<file path="src/rtl/mcb_burst_engine.sv">
// rtl/mcb_burst_engine.sv - burst sequencer between a user datapath and one MCB port (cmd/wr/rd FIFOs)
// Optional read-stall timeout is compiled in with `define MCB_BURST_TIMEOUT_EN.
module mcb_burst_engine #(
  parameter int DATA_WIDTH     = 32,
  parameter int BURST_LEN      = 16,
  parameter int ADDR_WIDTH     = 30,
  parameter int TIMEOUT_CYCLES = 1024
) (
  input  logic                    USER_CLK,
  input  logic                    RST_N,
  input  logic                    CALIB_DONE,
  input  logic                    REQ_VALID,
  output logic                    REQ_READY,
  input  logic                    REQ_WRITE,
  input  logic [ADDR_WIDTH-1:0]   REQ_ADDR,
  input  logic                    WIN_VALID,
  output logic                    WIN_READY,
  input  logic [DATA_WIDTH-1:0]   WIN_DATA,
  output logic                    ROUT_VALID,
  input  logic                    ROUT_READY,
  output logic [DATA_WIDTH-1:0]   ROUT_DATA,
  output logic                    CMD_EN,
  output logic [2:0]              CMD_INSTR,
  output logic [5:0]              CMD_BL,
  output logic [ADDR_WIDTH-1:0]   CMD_ADDR,
  input  logic                    CMD_FULL,
  output logic                    WR_EN,
  output logic [DATA_WIDTH-1:0]   WR_DATA,
  output logic [DATA_WIDTH/8-1:0] WR_MASK,
  input  logic                    WR_FULL,
  input  logic                    WR_UNDERRUN,
  input  logic                    WR_ERROR,
  output logic                    RD_EN,
  input  logic [DATA_WIDTH-1:0]   RD_DATA,
  input  logic                    RD_EMPTY,
  input  logic                    RD_OVERFLOW,
  input  logic                    RD_ERROR,
  output logic                    BUSY,
  output logic                    DONE,
  output logic                    ERR,
  output logic                    TIMEOUT
);

  localparam int LSB = $clog2(DATA_WIDTH / 8);
  localparam logic [ADDR_WIDTH-1:0] ADDR_MASK = ~ADDR_WIDTH'((1 << LSB) - 1);
  localparam logic [6:0] LAST = 7'(BURST_LEN - 1);
  // An illegal parameter set leaves the engine permanently unready rather than issuing malformed bursts.
  localparam bit CFG_OK = (DATA_WIDTH == 32 || DATA_WIDTH == 64 || DATA_WIDTH == 128) &&
                          (BURST_LEN >= 1) && (BURST_LEN <= 64) && (TIMEOUT_CYCLES >= 1);

  typedef enum logic [2:0] {S_IDLE, S_WR_FILL, S_WR_CMD, S_RD_CMD, S_RD_DRAIN} state_t;

  state_t                  state, state_nx;
  logic [6:0]              cnt;
  logic [ADDR_WIDTH-1:0]   addr_q;
  logic [5:0]              bl_q;
  logic [2:0]              instr_q;
  logic                    ready_q;
  logic                    done_q, done_nx;
  logic                    err_q;
  logic                    accept, wr_beat, rd_beat, cmd_go, tmo_hit;

  assign accept  = (state == S_IDLE) & CALIB_DONE & ready_q & CFG_OK & REQ_VALID;
  assign wr_beat = (state == S_WR_FILL) & WIN_VALID & ~WR_FULL;
  assign rd_beat = (state == S_RD_DRAIN) & ~RD_EMPTY & ROUT_READY;
  assign cmd_go  = ((state == S_WR_CMD) | (state == S_RD_CMD)) & ~CMD_FULL;

  // Next-state and per-state handshake outputs.
  always_comb begin
    state_nx   = state;
    done_nx    = 1'b0;
    REQ_READY  = 1'b0;
    WIN_READY  = 1'b0;
    WR_EN      = 1'b0;
    CMD_EN     = 1'b0;
    ROUT_VALID = 1'b0;
    RD_EN      = 1'b0;
    case (state)
      S_IDLE: begin
        REQ_READY = CALIB_DONE & ready_q & CFG_OK;
        if (accept) state_nx = REQ_WRITE ? S_WR_FILL : S_RD_CMD;
      end
      S_WR_FILL: begin
        WIN_READY = ~WR_FULL;
        WR_EN     = wr_beat;
        if (wr_beat && cnt == LAST) state_nx = S_WR_CMD;
      end
      S_WR_CMD: begin
        CMD_EN = cmd_go;
        if (cmd_go) begin
          done_nx  = 1'b1;
          state_nx = S_IDLE;
        end
      end
      S_RD_CMD: begin
        CMD_EN = cmd_go;
        if (cmd_go) state_nx = S_RD_DRAIN;
      end
      S_RD_DRAIN: begin
        ROUT_VALID = ~RD_EMPTY;
        RD_EN      = rd_beat;
        if ((rd_beat && cnt == LAST) || tmo_hit) begin
          done_nx  = 1'b1;
          state_nx = S_IDLE;
        end
      end
      default: state_nx = S_IDLE;
    endcase
  end

  // State, beat counter, latched command fields, done pulse and sticky error.
  always_ff @(posedge USER_CLK) begin
    if (!RST_N) begin
      state   <= S_IDLE;
      cnt     <= 7'd0;
      addr_q  <= '0;
      bl_q    <= 6'd0;
      instr_q <= 3'b000;
      ready_q <= 1'b0;
      done_q  <= 1'b0;
      err_q   <= 1'b0;
    end else begin
      state   <= state_nx;
      ready_q <= 1'b1;
      done_q  <= done_nx;
      err_q   <= err_q | WR_UNDERRUN | WR_ERROR | RD_OVERFLOW | RD_ERROR | tmo_hit;
      if (state == S_IDLE) cnt <= 7'd0;
      else if (wr_beat || rd_beat) cnt <= cnt + 7'd1;
      if (accept) begin
        addr_q  <= REQ_ADDR & ADDR_MASK;
        bl_q    <= 6'(BURST_LEN - 1);
        instr_q <= REQ_WRITE ? 3'b000 : 3'b001;
      end
    end
  end

`ifdef MCB_BURST_TIMEOUT_EN
  localparam int TW = $clog2(TIMEOUT_CYCLES + 1);
  logic [TW-1:0] tcnt;
  logic          tmo_q;

  // Firing on the last idle count makes DONE/ERR/TIMEOUT visible exactly TIMEOUT_CYCLES after drain starts.
  assign tmo_hit = (state == S_RD_DRAIN) & ~rd_beat & (tcnt == TW'(TIMEOUT_CYCLES - 1));
  assign TIMEOUT = tmo_q;

  // Idle-cycle counter for the drain phase plus the sticky timeout flag.
  always_ff @(posedge USER_CLK) begin
    if (!RST_N) begin
      tcnt  <= '0;
      tmo_q <= 1'b0;
    end else begin
      if (state != S_RD_DRAIN || rd_beat) tcnt <= '0;
      else tcnt <= tcnt + 1'b1;
      if (tmo_hit) tmo_q <= 1'b1;
    end
  end
`else
  assign tmo_hit = 1'b0;
  assign TIMEOUT = 1'b0;
`endif

  assign CMD_INSTR = instr_q;
  assign CMD_BL    = bl_q;
  assign CMD_ADDR  = addr_q;
  assign WR_DATA   = WIN_DATA;
  assign WR_MASK   = '0;
  assign ROUT_DATA = RD_DATA;
  assign BUSY      = (state != S_IDLE);
  assign DONE      = done_q;
  assign ERR       = err_q;

endmodule

</file>
<file path="config.mk">
export PLATFORM = sky130hd
export DESIGN_NAME = mcb_burst_engine
export DESIGN_NICKNAME = d
export VERILOG_FILES = /design/src/rtl/mcb_burst_engine.sv
export SDC_FILE = /design/constraint.sdc
export NUM_CORES = 1
export LEC_CHECK = 0
export CAP_MARGIN = 25
export CORE_MARGIN = 10
export CORE_UTILIZATION = 30
export CTS_CLUSTER_DIAMETER = 50
export CTS_CLUSTER_SIZE = 20
export DETAILED_ROUTE_END_ITERATION = 6
export HOLD_SLACK_MARGIN = 0.03
export PLACE_DENSITY = 0.91
export SLEW_MARGIN = 25
export SYNTH_ARGS = -nofsm -noshare
export SYNTH_HDL_FRONTEND = slang
export SYNTH_SLANG_ARGS = --single-unit
</file>
<file path="constraint.sdc">
create_clock -name USER_CLK -period 1.8 [get_ports USER_CLK]
set_input_delay 0.36 -clock USER_CLK [delete_from_list [all_inputs] [get_ports USER_CLK]]
set_output_delay 0.36 -clock USER_CLK [all_outputs]
set_load 0.01 [all_outputs]
</file>
After elaboration in Yosys (flattened, before gate mapping):

Index checks and enable logic that the tools add are counted.

* register bits: 45
* input bits: 108
* output and inout port bits: 117
* word-level logic and storage cells: 63

* add/sub/neg operators: 1
* equal/unequal tests: 10
* mux-type cells: 18
* bitwise operators: 18
* reduce and logical (&&, ||, !) cells: 8

Operator list (number)
* $mux W3: 5
* $pmux W3 S5: 1
* $mux W1: 10
* $and A1 B1 Y1: 9
* $add A7 B1 Y7 const B: 1
* $eq A7 B4 Y1 const B: 1
* $eq A3 B2 Y1 const B: 2
* $ne A2 B2 Y1 const B: 3
* $or A1 B1 Y1: 5
* $reduce_and A5 Y1: 1
* $ne A2 B1 Y1 const B: 2
* $not A1 Y1: 4
* $reduce_or A2 Y1: 2
* $eq A3 B1 Y1 const B: 1
* $eq A3 B3 Y1 const B: 1
* $logic_not A3 Y1: 1
* $reduce_bool A3 Y1: 1
* $logic_and A1 B1 Y1: 2
* $mux W2: 1
* $pmux W1 S2: 1
* $logic_or A1 B1 Y1: 1

Logic depth before layout (Yosys ltp):

* depth after elaboration: 6
* depth in mapped cells: 7

Worst setup path before layout:

OpenSTA, ideal clock, no wires.

* path type: reg-to-reg
* start: register state[1]
* end: register addr_q[10], in the netlist CMD_ADDR[10]
* setup time: 0.122 ns
* data arrival time: 1.568 ns
* data required time: 1.678 ns
* setup slack: 0.110 ns
* cell stages (with the launch flop): 8
* period minus slack after synthesis: 1.690 ns
* cell sequence: dfxtp_1 -> or3_1 -> clkbuf_1 -> or2_1 -> buf_2 -> buf_6 -> nand2_1 -> a21boi_0

* cells in the longest elaborated chain, start to end: 4

Ends and longest elaborated chain
* start, declared: RTL line 53 `state_t state, state_nx;`
* start signal, assigned: RTL line 123 `state <= state_nx;`
* $logic_not A3 Y1: RTL line 63 `assign accept = (state == S_IDLE) & CALIB_DONE & ready_q & CFG_OK & REQ_VALID;`
* $and A1 B1 Y1 (3 in series): RTL line 63
* end signal, assigned: RTL line 130 `addr_q <= REQ_ADDR & ADDR_MASK;`
* end, declared: RTL line 55 `logic [ADDR_WIDTH-1:0] addr_q;`

No other way between the ends.
A chain may end at the register's enable or synchronous reset.

Worst setup path in the final report:

* start: register state[1]
* end: register cnt[5]

* cells in the longest elaborated chain, start to end: 4

Ends and longest elaborated chain
* $eq A3 B1 Y1 or $eq A3 B3 Y1 (tied branches): RTL line 64, 65
* $and A1 B1 Y1 (on tied branches) (2 in series): RTL line 64, 65
* $logic_or A1 B1 Y1: RTL line 128 `else if (wr_beat || rd_beat) cnt <= cnt + 7'd1;`
* end signal, assigned: RTL line 128
* end, declared: RTL line 54 `logic [6:0] cnt;`

Several ways; a longest one is shown, not always the timed one.

==> run summary <==
Primary FF master, synth: dfxtp_1
RR Startpoint: state[1]$_SDFFE_PN0P_
R2R setup slack: 120 ps
cell-internal power: 0.00142 W
Tmin final: 1680 ps
Worst-Skew Late Latency: 290 ps
final net count: 419
Chip Height: 109 um
Highest Clock Rate: 0.594 GHz
clock share of power: 30.4%
max-cap violation count: 0
vias in the first global route: 1891
pwr dens: 638 nW/um^2
Min-Delay Path Depth: 2
Longest Clk Path Bufs: 2
final setup fails: 0
status: completed
CP required: 2020 ps
Max IR drop VDD: 0.258 mV
fin cells: 411
Detail Route Antenna Nets: 0
Clock Skew: 4.29 ps
first-pass GRT wire length: 9.34 mm
Area Overhead vs Synth: 23.7%
hold crit path type: reg -> reg
unrepaired setup endpoints after global routing: no
Reg power frac: 53.4%
filler instances: 798
DRC violations left: 0
Inst Count DP: 405
Die Span X: 109 um
Clock Pin Slew Worst Setup and Hold Paths: 80 ps
Hold EP: CMD_ADDR[4]$_SDFFE_PN0P_
FF-to-FF End: cnt[5]$_SDFFE_PP0P_
number of vias per cell: 4.44
core area: 7690 um^2
Gate Count Post-Synth: 280
drt wl/cell: 14.8 um
Starting Density: 30.7%
Net Sw Frac: 23.8%
initial antenna violation count: 0
global route overflow: 0
crit share post-route: 93.5%
sequential area share after synthesis: 36.4%
Post-synth EDFFs: 0
first drt pass iteration count: 4
Max FO, Critical Path: 5
largest net degree at the start of global routing: 29
final wirelength: 6.07 mm
Final HPWL DP: 4.91 mm
reg2reg path depth: 6
Initial DRC Count: 32
CP Launch Type: register
Final Hold Vio Count: 0
Die Area: 11800 um^2
Crit Path Category: reg -> reg
min-delay src: CMD_ADDR[4]$_SDFFE_PN0P_
CTS buffer count: 5
Async SR Flop Fraction: 0%
Diodes inserted: 0
post-synthesis area per instance: 8.44 um^2
max-slew violation count: 0
I/O pin cnt: 225
crit end category: register
Net Sw Power: 0.000444 W
Post-Syn Area: 2360 um^2
Syn. warnings: 0
Worst Path Arrival: 1910 ps
combinational group share of total power: 16.2%
Rows: 32
layout cell share with drive strength beyond 1: 12.0%
clock sink count: 43
CTS root buffer: clkbuf_8
Setup TNS Final: 0 ps
Placer Congestion: 0.749
port bufs: 83
H-tree Lvls: 2
register bit total from synthesis: 43
Netlist cell types: 38
LEAKAGE: 1.09 nW
via count of the routed design: 1826
GRT Util Overall: 9.74%
CTS tree: yes
==> critical path, stage by stage (launching register included) <==
cell and delay, ps:
dfxtp_2 330, buf_6 120, nor4b_4 240, buf_4 170, a22oi_2 100, or4_1 520, a21oi_1 150
==> stage by stage <==
| step | instance area (um^2) | worst slack (ps) | power, W | hold WS, ps | util (%) |
|---|---|---|---|---|---|
| final | 2920 | 116 | 0.00186 | 457 | 38.0 |
| after global routing | 2920 | 18.1 | 0.00197 | 480 | 38.0 |
| after CTS | 2940 | -24.5 | 0.00192 | 459 | 38.2 |
| after detailed placement | 2860 | -344 | 0.00133 | 447 | 37.2 |
| after global placement | 2860 | -314 | 0.00132 | 440 | 37.2 |
| after floorplan | 2400 | 110 | 0.00129 | 388 | - |
==> per-layer routing <==
| layer | GRT usage, % | vias up | part of all wire [%] |
|---|---|---|---|
| met5 | 0 | - | 0 |
| met4 | 5.08 | 0 | 3.1 |
| met3 | 5.31 | 33 | 12 |
| met2 | 17.4 | 80 | 51 |
| met1 | 8.74 | 829 | 34 |
| li1 | - | 884 | - |
==> layout make-up <==
| type | instances | area (um^2) | area share [%] |
|---|---|---|---|
| well taps | 102 | 128 | 4.37 |
| flip-flops and latches | 43 | 865 | 29.6 |
| clock buffers | 6 | 72.6 | 2.48 |
| inverters | 1 | 3.75 | 0.128 |
| repair buffers | 102 | 965 | 33.0 |
| multi-input cells | 157 | 890 | 30.4 |
==> sequential cells by signal, summed over array words and instances, names as in the netlist <==
signal and flops:
ERR 1, CMD_ADDR 28, cnt 7, state 3, CMD_BL 1, DONE 1
ready_q 1, CMD_INSTR 1
==> cell usage after synthesis (2+ instances only) <==
cell type / number / area share [%]
dfxtp_1: 43 / 36
o21ai_0: 4 / 0.85
nor3_1: 2 / 0.42
nor2_1: 6 / 0.95
buf_4: 79 / 25
nand3_1: 4 / 0.85
o31ai_1: 2 / 0.64
or4_1: 3 / 0.95
a21boi_0: 17 / 5.4
and2_1: 3 / 0.79
buf_6: 2 / 0.95
or3_1: 4 / 1.1
a31oi_1: 2 / 0.53
o21a_1: 3 / 0.95
and3b_1: 2 / 0.74
clkbuf_1: 4 / 0.64
nor4b_4: 2 / 2.0
a21boi_1: 11 / 3.5
a21oi_1: 5 / 1.1
buf_2: 4 / 0.85
nand2_1: 61 / 9.7
==> power groups by stage <==
stage / clock (W) / combinational [W] / sequential [W]
after global placement: 0 / 0.000303 / 0.00102
after global routing: 0.000638 / 0.000328 / 0.000999
after detailed placement: 0 / 0.000309 / 0.00102
final: 0.000567 / 0.000302 / 0.000995
after CTS: 0.000611 / 0.000309 / 0.000995
after floorplan: 0 / 0.000261 / 0.00103
==> worst max path at each step <==
stage / to / cells past startpoint / from / slack [ps]
floorplan: CMD_ADDR[10]$_SDFFE_PN0P_ / 7 / state[1]$_SDFFE_PN0P_ / 110
global placement: RD_EN / 4 / RD_EMPTY / -310
detailed placement: WR_EN / 4 / WR_FULL / -340
CTS: WR_EN / 4 / WR_FULL / -20
global route: cnt[5]$_SDFFE_PP0P_ / 6 / state[1]$_SDFFE_PN0P_ / 20
finish: cnt[5]$_SDFFE_PP0P_ / 6 / state[1]$_SDFFE_PN0P_ / 120
==> cell usage in the layout (no fill, tap or decap), types with 2 or more instances in the layout <==
cell	Yosys	layout
a21oi_1	5	5
nand3_1	4	4
or4_1	3	3
dlygate4sd2_1	0	2
a21boi_1	11	11
or3_1	4	3
and3b_1	2	2
buf_2	4	3
a21boi_0	17	17
a31oi_1	2	2
clkdlybuf4s50_1	0	74
dfxtp_2	0	3
dfxtp_1	43	40
buf_4	79	17
nor4b_4	2	2
clkbuf_2	0	2
nand2_1	61	61
and2_1	3	3
o21ai_0	4	4
o31ai_1	2	2
nor2_1	6	6
nor3_1	2	2
conb_1	1	11
clkbuf_8	0	5
o21a_1	3	3
==> cell families after synthesis <==
kind of cell	count (synthesis)	share of synthesized area (%)
xor gates and xnor gates	1	0.371
adders and majority gates	1	0.530
and+or+nand+nor	96	20.1
AOI/OAI and AO/OA	47	14.2
other	1	0.159
DFF	43	36.4
buffers and inverters	90	27.7
muxes	1	0.424
==> what timing repair did <==
item,4_1_cts,5_1_grt
buffers inserted,0,0
resized for setup,17,11
hold buffers,0,0
endpoints found under the setup margin,7,10
pin swaps,2,3
No activity file was read; power rests on OpenSTA's default activity.
